$ cat config.mk
export PLATFORM = sky130hd
export DESIGN_NAME = audio_transport_ctrl
export DESIGN_NICKNAME = d
export VERILOG_FILES = /design/src/rtl/audio_transport_ctrl.sv
export SDC_FILE = /design/constraint.sdc
export NUM_CORES = 1
export LEC_CHECK = 0
export ABC_CLOCK_PERIOD_IN_PS = 6700
export CAP_MARGIN = 30
export CELL_PAD_IN_SITES_DETAIL_PLACEMENT = 0
export CELL_PAD_IN_SITES_GLOBAL_PLACEMENT = 1
export CORE_ASPECT_RATIO = 0.75
export CORE_MARGIN = 1
export CORE_UTILIZATION = 35
export CTS_BUF_LIST = sky130_fd_sc_hd__clkbuf_4
export CTS_CLUSTER_SIZE = 16
export DETAILED_ROUTE_END_ITERATION = 6
export GPL_TIMING_DRIVEN = 0
export PLACE_DENSITY_LB_ADDON = 0.1
export SETUP_SLACK_MARGIN = 0.5
export SLEW_MARGIN = 0
export SYNTH_ARGS = -nofsm -noshare
export SYNTH_HDL_FRONTEND = slang
export SYNTH_SLANG_ARGS = --single-unit
$ cat constraint.sdc
create_clock -name i_clk -period 6.7 [get_ports i_clk]
set_input_delay 0.67 -clock i_clk [delete_from_list [all_inputs] [get_ports i_clk]]
set_output_delay 0.67 -clock i_clk [all_outputs]
set_load 0.005 [all_outputs]
$ cat src/rtl/audio_transport_ctrl.sv
// audio_transport_ctrl: record/play/pause/stop sequencer between the audio stream block and sample memory.
// Define LOOP_PLAY_EN to restart playback from address 0 at the end of the clip.
module audio_transport_ctrl #(
  parameter int ADDR_W   = 20,
  parameter int MAX_ADDR = 2**ADDR_W-1
) (
  input  logic              i_clk,
  input  logic              i_rst,
  input  logic              i_rec,
  input  logic              i_play,
  input  logic              i_pause,
  input  logic              i_stop,
  output logic              o_record_audio_ready,
  input  logic [31:0]       i_record_audio_data,
  input  logic              i_record_audio_valid,
  output logic              o_play_audio_valid,
  output logic [31:0]       o_play_audio_data,
  input  logic              i_play_audio_ready,
  output logic [ADDR_W-1:0] o_mem_addr,
  output logic [31:0]       o_mem_wdata,
  output logic              o_mem_we,
  output logic              o_mem_re,
  input  logic [31:0]       i_mem_rdata,
  input  logic              i_mem_ack,
  output logic [ADDR_W:0]   o_rec_len,
  output logic [2:0]        o_state,
  output logic              o_busy
);
  localparam logic [2:0] IDLE = 3'd0, REC_WAIT = 3'd1, REC_WR = 3'd2, PLAY_RD = 3'd3, PLAY_OUT = 3'd4, PAUSE = 3'd5;
`ifdef LOOP_PLAY_EN
  localparam logic LOOP = 1'b1;
`else
  localparam logic LOOP = 1'b0;
`endif
  logic [2:0] state, nxt;
  logic [ADDR_W-1:0] addr;
  logic pause_pending, stop_pending, play_dir;
  logic last_rec, clip_end, pend, stp;
  assign last_rec = addr == ADDR_W'(MAX_ADDR);
  assign clip_end = ({1'b0, addr} + (ADDR_W+1)'(1)) == o_rec_len;
  assign pend = pause_pending | i_pause;
  assign stp = stop_pending | i_stop;
  assign o_mem_addr = addr;
  assign o_state = state;
  assign o_busy = state != IDLE;
  // memory requests always run to their ack; stop and pause act only at sample boundaries
  always_comb begin
    nxt = IDLE;
    case (state)
      IDLE:     nxt = i_rec ? REC_WAIT : (i_play && o_rec_len != '0) ? PLAY_RD : IDLE;
      REC_WAIT: nxt = i_stop ? IDLE : i_record_audio_valid ? REC_WR : i_pause ? PAUSE : REC_WAIT;
      REC_WR:   nxt = !i_mem_ack ? REC_WR : (stp || last_rec) ? IDLE : pend ? PAUSE : REC_WAIT;
      PLAY_RD:  nxt = !i_mem_ack ? PLAY_RD : stp ? IDLE : PLAY_OUT;
      PLAY_OUT: nxt = i_stop ? IDLE : !i_play_audio_ready ? PLAY_OUT : (clip_end && !LOOP) ? IDLE : pend ? PAUSE : PLAY_RD;
      PAUSE:    nxt = i_stop ? IDLE : i_pause ? (play_dir ? PLAY_RD : REC_WAIT) : PAUSE;
      default:  nxt = IDLE;
    endcase
  end
  always_ff @(posedge i_clk) begin
    if (i_rst) begin
      state <= IDLE;
      addr <= '0;
      o_rec_len <= '0;
      pause_pending <= 1'b0;
      stop_pending <= 1'b0;
      play_dir <= 1'b0;
      o_mem_wdata <= '0;
      o_play_audio_data <= '0;
      o_record_audio_ready <= 1'b0;
      o_mem_we <= 1'b0;
      o_mem_re <= 1'b0;
      o_play_audio_valid <= 1'b0;
    end else begin
      state <= nxt;
      o_record_audio_ready <= nxt == REC_WAIT;
      o_mem_we <= nxt == REC_WR;
      o_mem_re <= nxt == PLAY_RD;
      o_play_audio_valid <= nxt == PLAY_OUT;
      pause_pending <= (nxt == PAUSE || nxt == IDLE) ? 1'b0 : (i_pause && state inside {REC_WAIT, REC_WR, PLAY_RD, PLAY_OUT}) ? 1'b1 : pause_pending;
      stop_pending <= nxt == IDLE ? 1'b0 : (i_stop && state inside {REC_WR, PLAY_RD}) ? 1'b1 : stop_pending;
      if (state == IDLE && i_rec) begin
        addr <= '0;
        o_rec_len <= '0;
        play_dir <= 1'b0;
      end else if (state == IDLE && nxt == PLAY_RD) begin
        addr <= '0;
        play_dir <= 1'b1;
      end
      if (state == REC_WAIT && i_record_audio_valid && !i_stop) o_mem_wdata <= i_record_audio_data;
      if (state == REC_WR && i_mem_ack) begin
        o_rec_len <= {1'b0, addr} + (ADDR_W+1)'(1);
        if (nxt != IDLE) addr <= addr + ADDR_W'(1);
      end
      if (state == PLAY_RD && i_mem_ack) o_play_audio_data <= i_mem_rdata;
      if (state == PLAY_OUT && i_play_audio_ready && !i_stop) addr <= clip_end ? '0 : addr + ADDR_W'(1);
    end
  end
endmodule

=== After elaboration in Yosys (flattened, before gate mapping) ===
Cells that the tools add are included.

* Latch bits: 0
* Bits in read-only memories: 0
* Word-level logic and storage cells: 79
* Bits in writable memories: 0
* Register bits: 115
* Input port bits: 73
* Output and inout bits: 113
* Memories: 0

* Add/subtract/negate cells: 2
* Equality and inequality tests: 12
* $mul: 0
* Magnitude comparators: 0
* Bitwise gates (word level): 2
* Shift-type cells: 0
* Reductions and logical operators: 25
* Muxes and demuxes: 26
* Divide/modulo/power cells: 0

{| class="wikitable"
|+ Operator list
! cell !! count
|-
| 20-bit two-way mux || 6
|-
| 21-bit two-way mux || 2
|-
| 3-bit two-way mux || 14
|-
| 20-bit by 1-bit adder with 21-bit output, second input constant || 1
|-
| 21-bit == test || 1
|-
| 21-bit nonzero test || 1
|-
| 20-bit by 1-bit adder with 20-bit output, second input constant || 1
|-
| 20-bit == test, second input constant || 1
|-
| 3-bit case mux with 6 select lines || 1
|-
| 3-bit by 2-bit == test with 1-bit output, second input constant || 4
|-
| 3-bit == test, second input constant || 4
|-
| 1-bit logical AND || 11
|-
| 3-bit by 1-bit == test with 1-bit output, second input constant || 2
|-
| 3-bit logical NOT || 2
|-
| 2-bit two-way mux || 3
|-
| 3-bit nonzero test || 2
|-
| 2-bit OR reduction || 3
|-
| 2-bit nonzero test || 2
|-
| 4-bit nonzero test || 1
|-
| 1-bit logical OR || 2
|-
| 1-bit OR || 2
|-
| 1-bit logical NOT || 1
|}

=== Longest topological paths before layout ===
* Depth in word-level cells: 13
* Depth in mapped cells: 12
* Gate-level depth less buffers: 10

=== Worst setup path after synthesis ===
OpenSTA, ideal clock, no wires.

* Path type: flip-flop to flip-flop
* Start point: register addr[1], in the netlist o_mem_addr[1]
* End point: register o_play_audio_valid
* Data required time: 6.608 ns
* Clock period less this slack: 3.188 ns
* Setup time: 0.092 ns
* Buffers on the path: 1
* Stages on the path, launching flop included: 12
* Arrival: 3.096 ns
* Path slack: 3.512 ns
* Cell sequence: dfxtp_1 ha_1 nand3_2 nor4_1 and2_1 clkbuf_2 xor2_1 a2111oi_0 nand4_2 a31oi_2 nand2_1 nor4_1

* Cells in the longest elaborated chain, start to end: 7
* Elaborated cells on any way between the ends: 11
* Those cells by class: 1 x add/sub; 3 x eq/ne; 6 x mux; 1 x reduce/logical

{| class="wikitable"
|+ Ends and longest elaborated chain
! element !! RTL line !! RTL
|-
| start: declaration || 36 || <nowiki>logic [ADDR_W-1:0] addr;</nowiki>
|-
| start signal: assignment || 92 || <nowiki>if (nxt != IDLE) addr <= addr + ADDR_W'(1);</nowiki>
|-
| start signal: assignment || 95 || <nowiki>if (state == PLAY_OUT && i_play_audio_ready && !i_stop) addr <= clip_end ? '0 : addr + ADDR_W'(1);</nowiki>
|-
| 20-bit by 1-bit adder with 21-bit output || 40 || <nowiki>assign clip_end = ({1'b0, addr} + (ADDR_W+1)'(1)) == o_rec_len;</nowiki>
|-
| 21-bit == test || 40 ||
|-
| 3-bit two-way mux (3 in series) || 54 || <nowiki>PLAY_OUT: nxt = i_stop ? IDLE : !i_play_audio_ready ? PLAY_OUT : (clip_end && !LOOP) ? IDLE : pend ? PAUSE : P ...</nowiki>
|-
| 3-bit case mux with 6 select lines * || 49 || <nowiki>case (state)</nowiki>
|-
| 3-bit == test * || 78 || <nowiki>o_play_audio_valid <= nxt == PLAY_OUT;</nowiki>
|-
| end signal: assignment || 72 || <nowiki>o_play_audio_valid <= 1'b0;</nowiki>
|-
| end signal: assignment || 78 ||
|-
| end: declaration || 16 || <nowiki>output logic o_play_audio_valid,</nowiki>
|}

Every way passes the cells marked *; elsewhere a longest branch is shown, timed or not.
A chain may end at the register's enable or synchronous reset.

=== Worst setup path after layout ===
Ends and elaborated chain as after synthesis.

==> out/metrics.csv <==
stage,metric,value,unit
floorplanning,I/O Pins,186,
sta,Layout Skew,19.3,ps
clock_tree,clock slew at reported path FFs,110,ps
setup_path,Crit path required time,7160,ps
synthesis,Syn. warnings,0,
clock_tree,Post-CTS Hold Fix Bufs,0,
finish,post-route cell area,8030,µm²
setup_path,worst path arrival time,4650,ps
worst_hold_path,Hold Path Origin,o_mem_wdata[7],
placement,DP Area,7750,µm²
synthesis,Netlist cell types,64,
setup_path,crit start category,register,
synthesis,mapped cell area,5660,µm²
run_status,violated checks,DRC,
finish,Area Overhead vs Synth,42.0,%
global_routing,global-route wire length before repair,32900,µm
floorplanning,row cnt,39,
detailed_routing,total number of vias,6254,
setup_path,crit path launch,o_mem_addr[1],
job,Max Cap Violations,0,
detailed_routing,DR iter-0 viols,581,
floorplanning,Die Span X,149,µm
synthesis,syn nets,812,
setup_path,r2r startpoint,o_mem_addr[1],
synthesis,Gate Count Post-Synth,738,
sta,achievable frequency,238,MHz
detailed_routing,drt pass-1 iters,7,
floorplanning,floorplan core area,15500,µm²
clock_tree,setup repair bufs after CTS,0,
synthesis,Avg Inst Size Synth,7.66,µm²
synthesis,Synth top cells by count,"nand2_1, dfxtp_1, a21oi_1",
synthesis,Post-synth EDFFs,0,
detailed_routing,routed wire length,21700,µm
finish,layout cells sized above 1,6.09,%
sta,Pins Over Slew Limit,0,
global_routing,vias in the first global route,5733,
global_routing,GR Overflow Total,0,
floorplanning,chip height,112,µm
pwr,VDD IR max,0.0913,mV
sta,worst slew pin tran,991,ps
placement,gpl congestion,0.943,
placement,hpwl dp,16500,µm
finish,nets@finish,1015,
sta,fin crit share,62.6,%
synthesis,most common cell in the synthesized netlist,nand2_1,
detailed_routing,# DRC,1,
clock_tree,TritonCTS Buffers,17,
setup_path,crit path kind,register to register,
clock_tree,clk buf depth,2,
synthesis,top_reg_cell synth,dfxtp_1,
setup_path,CP Max Fanout,10,
detailed_routing,ANT nets after route,0,
clock_tree,CTS Root Cell,clkbuf_4,
pwr,leakage,2.71,nW
clock_tree,worst-skew pair later-pin latency,550,ps
pwr,PwrDens,167,nW/µm²
floorplanning,Starting Density,36.5,%
clock_tree,CTS sink cnt,115,
sta,final setup vio count,0,
synthesis,Seq cells post-synth,115,
finish,Antenna Cells,0,
worst_hold_path,Hold Crit Class,register to register,
clock_tree,TritonCTS clock tree,done,
synthesis,Post-synth ARST share,0,%
sta,Rel. slew slack,33.6,%
clock_tree,CTS H-tree depth,4,
floorplanning,die area,16700,µm²
finish,Final Core Density,51.8,%
global_routing,gr usage total,26.2,%
sta,crit path time final,4200,ps
clock_tree,post-CTS sizing,0,
finish,filler instances,1569,
sta,RSZ-0062 raised after global routing,false,
sta,setup tns final,0,ps
pwr,total power,1.34,mW
setup_path,Critical Path End Type,register,
synthesis,post-synth top area share,40.7,%
sta,Hold Fails Final Rpt,0,
synthesis,"Seq/Total Area, Yosys",40.7,%
detailed_routing,drt wl/cell,18.8,µm
synthesis,Area contributors post-synth,"dfxtp_1, nand2_1, a21oi_1",
run_status,status,finished with violations,
detailed_routing,Avg Vias per Cell,5.40,
global_routing,antenna violations before repair,0,
synthesis,cell taking the most area after synthesis,dfxtp_1,
placement,port bufs,184,
global_routing,largest net degree at the start of global routing,17,
path summary, 6_finish.rpt:
check / to / slack [ps] / cells after the start
hold / removal: o_mem_wdata[7] / 460 / 2
setup / recovery: o_play_audio_valid / 2500 / 11
setup reg to reg: o_play_audio_valid / 2500 / 11
hold reg to reg: o_mem_wdata[7] / 460 / 2
final cells by class:
class	count	area, µm²	area share [%]
inverter	15	56.3	0.701
clock inverter	13	143	1.78
multi-input combinational	549	3040	37.9
timing repair buffer	184	1840	22.9
buffer	59	255	3.18
tap	205	256	3.19
sequential	115	2300	28.7
clock buffer	18	135	1.68
flip-flops by register name, summed over array words and instances (netlist names):
| signal | cells |
|---|---|
| stop_pending | 1 |
| o_rec_len | 21 |
| o_record_audio_ready | 1 |
| o_mem_addr | 20 |
| play_dir | 1 |
| o_play_audio_data | 32 |
| o_mem_re | 1 |
| o_state | 3 |
| o_play_audio_valid | 1 |
| o_mem_wdata | 32 |
| o_mem_we | 1 |
| pause_pending | 1 |
cells by family (layout without fill, tap and decap cells):
kind of cell / Yosys count / in the layout / share of synthesized area, %
buffers and inverters: 74 / 289 / 5.51
and+or+nand+nor: 336 / 336 / 28.4
DFF: 115 / 115 / 40.7
adders and majority gates: 1 / 1 / 0.221
AOI/OAI and AO/OA: 177 / 177 / 19.4
muxes: 1 / 1 / 0.199
xor gates and xnor gates: 34 / 34 / 5.51
per-layer routing:
metal | track usage (%) | vias up | part of all wire (%)
met3 | 7.85 | 34 | 11
li1 | - | 3007 | -
met1 | 38.2 | 2893 | 47
met5 | 0 | - | 0
met2 | 36.6 | 320 | 41
met4 | 8.10 | 0 | 1.9
per-stage QoR:
stage / hold WS [ps] / setup WS (ps) / cells
3_5_place_dp: 448 / 2630 / 1127
6_report: 459 / 2500 / 1158
5_1_grt: 476 / 2090 / 1158
4_1_cts: 462 / 2570 / 1158
2_1_floorplan: 447 / 3510 / 738
3_3_place_gp: 442 / 2550 / 1127
layout by cell type, fill, tap and decap left out, drive strengths merged, types with 3 or more instances in the layout:
master         instances
nor3                  14
and2                   7
a21oi                 85
clkinv                 8
buf                   18
nand2b                 6
a211oi                 6
and3                   5
xor2                  11
a311oi                 4
a2111oi                4
dfxtp                115
clkdlybuf4s50        184
a31oi                 23
inv                   15
bufinv                 3
or4                    5
nand3                 29
a22oi                  3
nor2b                  3
or3                    5
clkbuf                59
nor4                  16
nand4                 19
nand2                173
o31ai                  4
o2111ai                6
xnor2                 22
nor2                  37
and4                   4
a21o                   3
o21ai                 23
nor3b                  7
worst max-delay path, stage by stage, from the launching register on:
cell and delay, ps:
dfxtp_1 500, ha_1 420, nand3_2 260, nor4_1 600, and2_1 200, clkbuf_2 180, xor2_1 120, a2111oi_0 550
nand4_2 250, a21o_1 290, clkbuf_1 370, nor4_1 370
where the power goes:
group          total [mW]  switching [mW]  internal (mW)
registers           0.694         0.00374          0.690
clock network       0.528           0.274          0.253
logic               0.123          0.0603         0.0622
No activity file was read; power rests on OpenSTA's default activity.
